## src/rtl/risc_pkg.sv

```systemverilog
// risc_pkg: shared opcodes, writeback select encoding and LM/SM sequencer state type
package risc_pkg;
  localparam logic [3:0] OP_LM = 4'b0110;
  localparam logic [3:0] OP_SM = 4'b0111;
  localparam logic [1:0] REG_DST_ALU = 2'b00;
  localparam logic [1:0] REG_DST_MEM = 2'b01;
  localparam logic [1:0] REG_DST_IMM = 2'b10;
  localparam logic [1:0] REG_DST_PC  = 2'b11;
  typedef enum logic {ST_IDLE = 1'b0, ST_ISSUE = 1'b1} seq_state_t;
endpackage

```

## src/rtl/lowest_bit_enc_8.sv

```systemverilog
// lowest_bit_enc_8: index of the lowest set bit of an 8-bit vector plus an exactly-one-bit-set flag
module lowest_bit_enc_8 (
  input  logic [7:0] vec,
  output logic [2:0] idx,
  output logic       one_hot
);
  always_comb begin
    idx = 3'd0;
    for (int i = 7; i >= 0; i--) idx = vec[i] ? 3'(i) : idx;
    one_hot = (vec != 8'd0) && ((vec & (vec - 8'd1)) == 8'd0);
  end
endmodule

```

## src/rtl/lm_sm_sequencer.sv

```systemverilog
// lm_sm_sequencer: expands LM/SM register masks into one single-word memory micro-op per cycle
module lm_sm_sequencer
  import risc_pkg::*;
(
  input  logic        clk,
  input  logic        reset,
  input  logic        flush,
  input  logic        in_valid,
  output logic        in_ready,
  input  logic        in_is_sm,
  input  logic [15:0] in_base_addr,
  input  logic [7:0]  in_mask,
  output logic        out_valid,
  input  logic        out_ready,
  output logic [15:0] out_mem_addr,
  output logic [2:0]  out_reg_idx,
  output logic        out_memwrite_enable,
  output logic        out_regwrite_enable,
  output logic [1:0]  out_reg_dst,
  output logic        out_last
);
  seq_state_t  state_q, state_d;
  logic [7:0]  mask_q, mask_d;
  logic [15:0] addr_q, addr_d;
  logic        sm_q, sm_d;
  logic        one_hot;
  lowest_bit_enc_8 u_enc (.vec(mask_q), .idx(out_reg_idx), .one_hot(one_hot));
  always_comb begin
    state_d = state_q;
    mask_d  = mask_q;
    addr_d  = addr_q;
    sm_d    = sm_q;
    if (flush) begin
      state_d = ST_IDLE;
      mask_d  = 8'd0;
    end else if (state_q == ST_IDLE) begin
      if (in_valid) begin
        mask_d  = in_mask;
        addr_d  = in_base_addr;
        sm_d    = in_is_sm;
        state_d = (in_mask != 8'd0) ? ST_ISSUE : ST_IDLE;
      end
    end else if (out_ready) begin
      mask_d  = mask_q & (mask_q - 8'd1);
      addr_d  = addr_q + 16'd1;
      state_d = one_hot ? ST_IDLE : ST_ISSUE;
    end
  end
  always_ff @(posedge clk) begin
    if (reset) begin
      state_q <= ST_IDLE;
      mask_q  <= 8'd0;
      addr_q  <= 16'd0;
      sm_q    <= 1'b0;
    end else begin
      state_q <= state_d;
      mask_q  <= mask_d;
      addr_q  <= addr_d;
      sm_q    <= sm_d;
    end
  end
  always_comb begin
    in_ready            = (state_q == ST_IDLE);
    out_valid           = (state_q == ST_ISSUE);
    out_mem_addr        = addr_q;
    out_memwrite_enable = out_valid & sm_q;
    out_regwrite_enable = out_valid & ~sm_q;
    out_reg_dst         = sm_q ? REG_DST_ALU : REG_DST_MEM;
    out_last            = out_valid & one_hot;
  end
endmodule

```

## config.mk

```make
export PLATFORM = sky130hd
export DESIGN_NAME = lm_sm_sequencer
export DESIGN_NICKNAME = d
export VERILOG_FILES = /design/src/rtl/risc_pkg.sv /design/src/rtl/lowest_bit_enc_8.sv /design/src/rtl/lm_sm_sequencer.sv
export SDC_FILE = /design/constraint.sdc
export NUM_CORES = 1
export LEC_CHECK = 0
export CELL_PAD_IN_SITES_DETAIL_PLACEMENT = 0
export CELL_PAD_IN_SITES_GLOBAL_PLACEMENT = 1
export CORE_MARGIN = 2
export CORE_UTILIZATION = 33
export DETAILED_ROUTE_END_ITERATION = 8
export PLACE_DENSITY = 0.78
export SLEW_MARGIN = 20
export SYNTH_ARGS = -nofsm -noshare
export SYNTH_HDL_FRONTEND = slang
export SYNTH_HIERARCHICAL = 1
export SYNTH_SLANG_ARGS = --single-unit
export TNS_END_PERCENT = 30
```

## constraint.sdc

```tcl
create_clock -name clk -period 1.9 [get_ports clk]
set_input_delay 0.19 -clock clk [delete_from_list [all_inputs] [get_ports clk]]
set_output_delay 0.19 -clock clk [all_outputs]
set_load 0.01 [all_outputs]
```

After elaboration in Yosys (flattened, before gate mapping)
Index checks and enable logic that the tools add are counted.
{ "classes": {"bitwise": 7, "n_addsub": 2, "reduce_logical": 9, "eq_ne": 1, "muxes": 20} }
{ "op_table": {"columns": ["cell", "n"], "rows": [
  ["2-to-1 mux 16 bit", 3],
  ["2-to-1 mux 3 bit", 8],
  ["2-to-1 mux 8 bit", 3],
  ["adder 16 x 1 -> 16 bit (second input constant)", 1],
  ["nonzero test 8 bit", 2],
  ["bitwise AND 8 bit", 1],
  ["zero test 8 bit", 1],
  ["subtractor 8 x 1 -> 8 bit (second input constant)", 1],
  ["2-to-1 mux 1 bit", 6],
  ["AND reduction 3 bit", 2],
  ["bitwise AND 1 bit", 3],
  ["inverter 1 bit", 3],
  ["inequality test 2 bit (second input constant)", 1],
  ["AND reduction 2 bit", 1],
  ["nonzero test 2 bit", 1],
  ["OR reduction 2 bit", 1],
  ["logical AND 1 bit", 1]
]} }
{ "totals": {"in_bits": 30, "out_inout_bits": 26, "register_bits": 26, "word_cells": 43} }

Logic depth before layout (Yosys ltp)
Gate-level depths: netlist of the first run.
{ "logic_depth": {"depth_word": 8, "mapped_depth": 7, "ltp_nobuf": 7} }

Hierarchy
Netlist of the first run, hierarchy kept.
{ "by_module_without_submodules": {"columns": ["mod", "n_inst", "cells_per_inst", "seq_area_each_um2", "area_per_inst_um2"], "rows": [
  ["lm_sm_sequencer", 1, 202, 520.5, 1585.3],
  ["lowest_bit_enc_8", 1, 23, 0.0, 162.7]
]} }

Worst setup path after synthesis of the first run
No wires, ideal clock.
{ "synth_timing": {"path_kind": "register to output", "startpoint": "register mask_q[3]", "endpoint": "output out_last", "path_slack_ns": 0.157, "t_required_ns": 1.710, "n_path_buf": 0, "arrival_time_ns": 1.553, "stages_incl_launch_ff": 5, "path_cell_list": "dfxtp_1 > or4_4 > a2111oi_4 > o22a_2 > and2_1"} }
{ "synth_via": {"elab_chain_cells": 5, "word_cells_on_any_way": 6, "cone_classes": "1 x add/sub; 2 x bitwise; 3 x reduce/logical"} }
{ "synth_rtl": {"columns": ["element", "line_no", "source"], "rows": [
  ["start, declared", "lm_sm_sequencer.sv:23", "logic [7:0] mask_q, mask_d;"],
  ["start signal, assigned", "lm_sm_sequencer.sv:57", "mask_q <= mask_d;"],
  ["subtractor 8 x 1 -> 8 bit", "lowest_bit_enc_8.sv:10", "one_hot = (vec != 8'd0) && ((vec & (vec - 8'd1)) == 8'd0);"],
  ["bitwise AND 8 bit", "lowest_bit_enc_8.sv:10", null],
  ["zero test 8 bit", "lowest_bit_enc_8.sv:10", null],
  ["logical AND 1 bit (*)", "lowest_bit_enc_8.sv:10", null],
  ["via one_hot", "lm_sm_sequencer.sv:26", "logic one_hot;"],
  ["bitwise AND 1 bit (*)", "lm_sm_sequencer.sv:69", "out_last = out_valid & one_hot;"],
  ["end, declared", "lm_sm_sequencer.sv:20", "output logic out_last"]
]} }
The timed path passes the listed nets; every way through them passes the cells marked *.

Final worst setup path of the first run
{ "layout_timing": {"startpoint": "register mask_q[2]", "endpoint": "output out_last"} }
The elaborated chain is that of the path after synthesis.

==> impl_metrics.py, run 1 <==
metrics = {
    "drt": {
        "postRouteWirelength_mm": 5.358,
        "vias_per_cell": 5.306,
        "postRouteAntennaNets": 0,
        "total_drc_errors_in_the_routed_layout": 0,
        "detail_route.wl_per_cell_um": 14.40,
        "violation_count_after_the_first_detailed_routing_iteration": 78,
        "vias": 1974,
        "drtPass1Iterations": 4,
    },
    "logic_synthesis": {
        "syn-instance-count": 225,
        "number_of_synthesized_flops_with_an_enable_pin": 0,
        "ys.flop_type": "dfxtp_1",
        "post_synth.cell_area_avg_um2": 7.769,
        "ys_ff_latch": 26,
        "syn_area_um2": 1748,
        "synth_seq_area_share": 0.2978,
        "synth-warning-count": 6,
        "yosys.cell_types.count": 61,
        "synth.net_count": 256,
        "synth-async-reset-ratio": 0,
    },
    "clock_network": {
        "clock_latency_ns": 0.27,
        "clock_tree.root_cell": "clkbuf_8",
        "cts_hold_buf": 0,
        "tritoncts": "built",
        "clkSlewWorstSetupHoldPaths_ns": 0.09,
        "htree_levels": 1,
        "tritoncts_num_sinks": 26,
        "number_of_buffers_created_by_cts": 3,
        "clockBufferDepth": 2,
    },
    "critical_path": {
        "setup.worst_path.start_class": "flop",
        "setup.worst_path.end_class": "output pin",
        "worst-setup-path-type": "reg -> out",
        "slowest_stage": "or4_4",
        "worstPathCellList": "or4_4 > a2111oi_4 > o22a_2 > and2_1 > buf_2",
        "worstPathRequired_ns": 1.71,
        "cp_max_fo": 4,
        "critPathMaxStageDelay_ns": 0.56,
        "cp.arrival_ns": 1.82,
    },
    "outcome": {
        "failed_checks": "setup timing",
        "result_of_the_run": "finished, violations left",
    },
    "global_routing": {
        "grt_first_pass_wirelength_mm": 9.052,
        "largest_net_degree_at_the_start_of_global_routing": 19,
        "grt-ovfl-total": 0,
        "track_usage": 0.1833,
        "grt_pass1_vias": 1864,
        "number_of_antenna_violations_at_the_first_check_in_global_routing": 0,
    },
    "final_layout": {
        "synthToLayoutAreaGrowth_pct": 50.47,
        "drive_gt1_frac": 0.1788,
        "final_nets": 334,
        "stdcell_count": 372,
        "num_antenna_cells": 0,
        "utilization": 0.5149,
    },
    "timing": {
        "rsz_0062_raised_after_global_routing": "yes",
        "post_route_clock_skew_ns": 0.002457,
        "timing.final.setup_violations": 1,
        "smallest_setup_slack_after_layout_ns": -0.1083,
        "layout_min_cycle_time_ns": 2.008,
        "final_min_period_over_clock_period": 1.057,
        "final-max-slew-violation-count": 0,
        "hold_violations": 0,
        "max_freq_mhz": 497.9,
    },
    "placement": {
        "detailedPlacementHpwl_mm": 4.060,
        "place_congestion": 0.8000,
        "placement.io_buffers": 54,
        "placed_instances": 367,
    },
    "min_path": {
        "timing.hold.worst.class": "in -> reg",
    },
    "floorplanning": {
        "floorplan.initialDensity": 0.3422,
        "fp.dieArea_um2": 5895,
        "num_rows": 26,
        "die_height_um": 76.78,
        "io_pins": 56,
        "die_w_um": 76.78,
        "design.core.area_um2": 5107,
    },
    "flow_run": {
        "maxCapViolCount": 0,
    },
    "pwr": {
        "cellPowerDensity_nw_per_um2": 513.6,
        "worst_ir_drop_vdd_uv": 310.7,
        "cellLeakagePower_nw": 0.9539,
    },
}
[cells by family (layout without fill, tap and decap cells)]
group	after synthesis	after routing	synth area share
muxes	2	2	0.01145
AOI/OAI and AO/OA	79	79	0.3085
DFF	26	26	0.2978
adders and majority gates	2	2	0.01288
buffers and inverters	24	101	0.06442
and+or+nand+nor	90	90	0.2978
xor gates and xnor gates	1	1	0.005012
other	1	1	0.002145
[area by class of cell]
type / count / area [µm²]
fillers: 511 / 2477
multi-input cells: 175 / 1147
inverters: 10 / 37.54
well taps: 70 / 87.58
repair buffers: 87 / 779.5
flip-flops and latches: 26 / 523.0
clock buffers: 4 / 55.05
[worst max-delay path: cells and delay by family, from the launching register on]
family / cells / cell delay, ns
and+or+nand+nor: 2 / 0.67
AOI/OAI and AO/OA: 2 / 0.40
DFF: 1 / 0.36
buffers and inverters: 1 / 0.12
[synth_stat cells (2+ instances only)]
cell       number  area (µm²)
a21oi_1        27       135.1
dfxtp_1        26       520.5
nand2_1        21       78.83
nand3_1        13       65.06
o21ai_0        12       60.06
nor2_1         11       41.29
inv_1           9       33.78
nor3_1          9       45.04
clkbuf_1        7       26.28
nor4_1          5       31.28
a211oi_1        4       30.03
nand2b_1        4       25.02
nor2b_1         4       25.02
o211ai_1        4       30.03
a221oi_1        3       26.28
a31oi_1         3       18.77
and2_1          3       18.77
buf_2           3       15.01
nand4_1         3       18.77
or4_1           3       22.52
a21o_1          2       15.01
and4_1          2       17.52
buf_6           2       22.52
mux2i_1         2       20.02
nor4b_1         2       17.52
o21a_1          2       15.01
o2bb2ai_1       2       17.52
o31ai_1         2       15.01
o41ai_1         2       17.52
or2_2           2       12.51
[layer usage]
layer	wire (µm)	share of wire	global-route usage	up-vias
met4	27	0.0050	0.03818	0
met1	2559	0.48	0.2522	916
met2	2589	0.48	0.3096	48
met5	0	0	0	-
met3	181	0.034	0.01882	2
li1	-	-	-	1008
[report_power, final]
part / internal, mW / total [mW] / switching, mW
Sequential: 0.573 / 0.610 / 0.0370
Combinational: 0.210 / 0.377 / 0.167
Clock: 0.185 / 0.364 / 0.179
[final timing paths]
kind	from	endpoint	slack, ns	cells after the start
max reg2reg	out_mem_addr[3]	out_mem_addr[15]	0.16	4
min reg2reg	sm_q	sm_q	0.51	2
min	in_mask[3]	mask_q[3]	0.49	3
max	mask_q[2]	out_last	-0.11	5
[through the flow]
step | setup slack (ns) | hold slack (ns) | total power, mW | setup TNS [ns] | cell area [µm²]
floorplan | 0.1574 | 0.2621 | 0.7919 | 0 | 1748
global placement | -0.3229 | 0.4805 | 0.9953 | -0.3229 | 2541
detailed placement | -0.3369 | 0.4988 | 0.9975 | -0.3369 | 2541
CTS | -0.1944 | 0.4759 | 1.360 | -0.1944 | 2608
global route | -0.2040 | 0.5061 | 1.430 | -0.3279 | 2630
finish | -0.1083 | 0.4853 | 1.351 | -0.1083 | 2630
[registers in the layout (all words and copies together) (netlist names)]
name / flops
mask_q: 8
out_valid: 1
out_mem_addr: 16
sm_q: 1
[placed cells by master, fill, tap and decap left out, types with 2 or more instances in the layout]
cell and n:
dfxtp_1 24, a31oi_1 3, nor2b_1 4, nor4_1 3, nor4b_1 2, a221oi_1 3, a211oi_1 4, o31ai_1 2
clkdlybuf4s50_1 50, a21o_1 2, nand2b_1 3, o41ai_1 2, nor2_1 11, o2bb2ai_1 2, and4_1 2, nand2_1 21
a21oi_1 26, clkbuf_8 4, dfxtp_2 2, and2_1 3, nand3_1 13, dlygate4sd2_1 3, inv_1 9, nor3_1 9
mux2i_1 2, or4_1 3, o21ai_0 12, or2_2 2, o211ai_1 4, nand4_1 3, buf_4 33, o21a_1 2
[repair_timing]
item	4_1_cts	5_1_grt
setup buffers	1	0
pin swaps	1	3
endpoints found under the setup margin	4	3
resized for setup	10	4
Power figures use the tool's default switching activity.
==> run 2: changes to the inputs <==
--- a/config.mk
+++ b/config.mk
@@ -8,9 +8,9 @@
 export CELL_PAD_IN_SITES_DETAIL_PLACEMENT = 0
 export CELL_PAD_IN_SITES_GLOBAL_PLACEMENT = 1
 export CORE_MARGIN = 2
-export CORE_UTILIZATION = 33
+export CORE_UTILIZATION = 35
 export DETAILED_ROUTE_END_ITERATION = 8
-export PLACE_DENSITY = 0.78
+export PLACE_DENSITY = 0.82
 export SLEW_MARGIN = 20
 export SYNTH_ARGS = -nofsm -noshare
 export SYNTH_HDL_FRONTEND = slang
==> constraint.sdc (replaced) <==
create_clock -name clk -period 2.5 [get_ports clk]
set_input_delay 0.25 -clock clk [delete_from_list [all_inputs] [get_ports clk]]
set_output_delay 0.25 -clock clk [all_outputs]
set_load 0.01 [all_outputs]
==> run 2 against run 1 <==
Net effect:
- the run now ends clean
- setup slack improved by 0.25 ns
- via count decreased by 2.6%
- combinational power decreased by 30%
- non-clock buffer count decreased by 21
- routed wire length decreased by 3.3%
- cell area decreased by 6.3%
- die area decreased by 5.4%
==> impl_metrics.py, run 2 (synthesis gave the netlist of run 1 again) <==
metrics = {
    "critical_path": {
        "worst-setup-path-type": "reg -> out",
        "setup.worst_path.end_class": "output pin",
        "worstPathRequired_ns": 2.25,
        "cp.arrival_ns": 2.11,
        "setup.worst_path.start_class": "flop",
        "cp_max_fo": 8,
    },
    "final_layout": {
        "n_fill_cell": 480,
        "area_of_combinational_cells_with_multiple_inputs_um2": 1121,
        "drive_gt1_frac": 0.09964,
        "register_cell_area_after_layout_um2": 521.8,
        "num_antenna_cells": 0,
        "largest_register_ff_count": 16,
        "final_common_cell": "clkdlybuf4s50_1",
        "most_used_cells_in_the_layout_excluding_fill_and_tap_cells": "clkdlybuf4s50_1 (53), a21oi_1 (27), dfxtp_1 (25), nand2_1 (21), nand3_1 (13)",
        "synthToLayoutAreaGrowth_pct": 41.02,
        "final_nets": 313,
        "utilization": 0.5184,
    },
    "drt": {
        "total_drc_errors_in_the_routed_layout": 0,
        "vias_per_cell": 5.523,
        "postRouteAntennaNets": 0,
        "violation_count_after_the_first_detailed_routing_iteration": 88,
        "detail_route.wl_per_cell_um": 14.89,
        "vias": 1922,
        "postRouteWirelength_mm": 5.182,
        "drtPass1Iterations": 4,
    },
    "floorplanning": {
        "fp.dieArea_um2": 5576,
        "io_pins": 56,
        "num_rows": 25,
        "die_w_um": 74.67,
        "design.core.area_um2": 4755,
        "die_height_um": 74.67,
        "floorplan.initialDensity": 0.3676,
    },
    "timing": {
        "post_route_clock_skew_ns": 0.006412,
        "hold_violations": 0,
        "final-max-slew-violation-count": 0,
        "timing.final.setup_violations": 0,
        "final_min_period_over_clock_period": 0.9425,
        "fin_setup_tns_ns": 0,
        "rsz_0062_raised_after_global_routing": "no",
        "max_freq_mhz": 424.4,
        "layout_min_cycle_time_ns": 2.356,
    },
    "pwr": {
        "clkPwrFrac": 0.331,
        "share_of_power_burned_in_combinational_logic": 0.242,
        "net-switching-power_mw": 0.2983,
        "cellPowerDensity_nw_per_um2": 444.0,
        "worst_ir_drop_vdd_uv": 193.4,
        "switch_share": 0.2726,
        "cellInternalPower_mw": 0.7960,
        "cellLeakagePower_nw": 0.8405,
        "power.sequential.fraction": 0.427,
    },
    "clock_network": {
        "number_of_buffers_created_by_cts": 3,
        "clock_latency_ns": 0.28,
        "cts_hold_buf": 0,
        "tritoncts": "built",
        "clockBufferDepth": 2,
        "clkSlewWorstSetupHoldPaths_ns": 0.10,
        "tritoncts_num_sinks": 26,
        "htree_levels": 1,
        "clock_tree.root_cell": "clkbuf_8",
    },
    "global_routing": {
        "grt_pass1_vias": 1696,
        "track_usage": 0.1888,
        "largest_net_degree_at_the_start_of_global_routing": 26,
        "number_of_antenna_violations_at_the_first_check_in_global_routing": 0,
        "grt_first_pass_wirelength_mm": 8.217,
        "grt-ovfl-total": 0,
    },
    "placement": {
        "placement.io_buffers": 54,
        "place_congestion": 0.8543,
        "detailedPlacementHpwl_mm": 3.804,
    },
    "outcome": {
        "result_of_the_run": "completed",
    },
    "flow_run": {
        "maxCapViolCount": 0,
    },
    "min_path": {
        "timing.hold.worst.class": "reg -> reg",
    },
}
run 2: changes by cell type in the layout (fill, tap and decap cells not counted), sizes merged:
cell | previous run | this run
buf | 34 | 12
clkdlybuf4s50 | 50 | 53
dlygate4sd2 | 3 | 1
bufinv | 0 | 1
clkbuf | 4 | 3
run 2: layout make-up:
cell class / count / share of cell area
Sequential cell: 26 / 0.2117
Multi-Input combinational cell: 175 / 0.4548
Tap cell: 67 / 0.03401
Clock inverter: 1 / 0.01218
Timing Repair Buffer: 66 / 0.2553
Clock buffer: 3 / 0.01675
Inverter: 10 / 0.01523
run 2: timing repair:
action,in CTS,in global routing
hold endpoints to repair,0,0
gates resized for setup,3,0
setup buffers,0,0
endpoints found under the setup margin,1,0
run 2: final timing paths:
path | slack, ns | start | cells after the start | end
hold reg to reg | 0.51 | sm_q | 2 | sm_q
setup reg to reg | 0.68 | out_mem_addr[2] | 4 | out_mem_addr[15]
setup / recovery | 0.14 | mask_q[3] | 5 | out_last
hold / removal | 0.51 | sm_q | 2 | sm_q
run 2: stage by stage:
step                std cells  area (µm²)  hold slack (ns)  setup slack, ns  power [mW]
finish                    348        2465           0.5111           0.1438       1.094
global route              348        2465           0.5303          0.07625       1.138
CTS                       348        2465           0.5046           0.1378       1.099
detailed placement        344        2387           0.4870           0.1455      0.7395
global placement          344        2387           0.4875           0.1645      0.7392
floorplan                 225        1748           0.3221           0.6974      0.6019
run 2: worst max-delay path, stage by stage, from the launching register on:
cell,delay (ns)
dfxtp_2,0.37
or4_4,0.56
a2111oi_4,0.32
o22a_2,0.19
and2_1,0.12
dlygate4sd2_1,0.26
run 2: per-layer routing:
metal | GRT usage | part of all wire | vias to the layer above
li1 | - | - | 971
met1 | 0.2815 | 0.48 | 890
met2 | 0.2832 | 0.46 | 56
met3 | 0.03079 | 0.054 | 5
met4 | 0.04960 | 0.0087 | 0
met5 | 0 | 0 | -
run 2: power groups by stage:
stage	logic (mW)	registers [mW]	clock network (mW)
CTS	0.266	0.466	0.367
finish	0.265	0.467	0.362
detailed placement	0.264	0.475	0
global placement	0.264	0.475	0
global route	0.289	0.471	0.378
floorplan	0.126	0.476	0
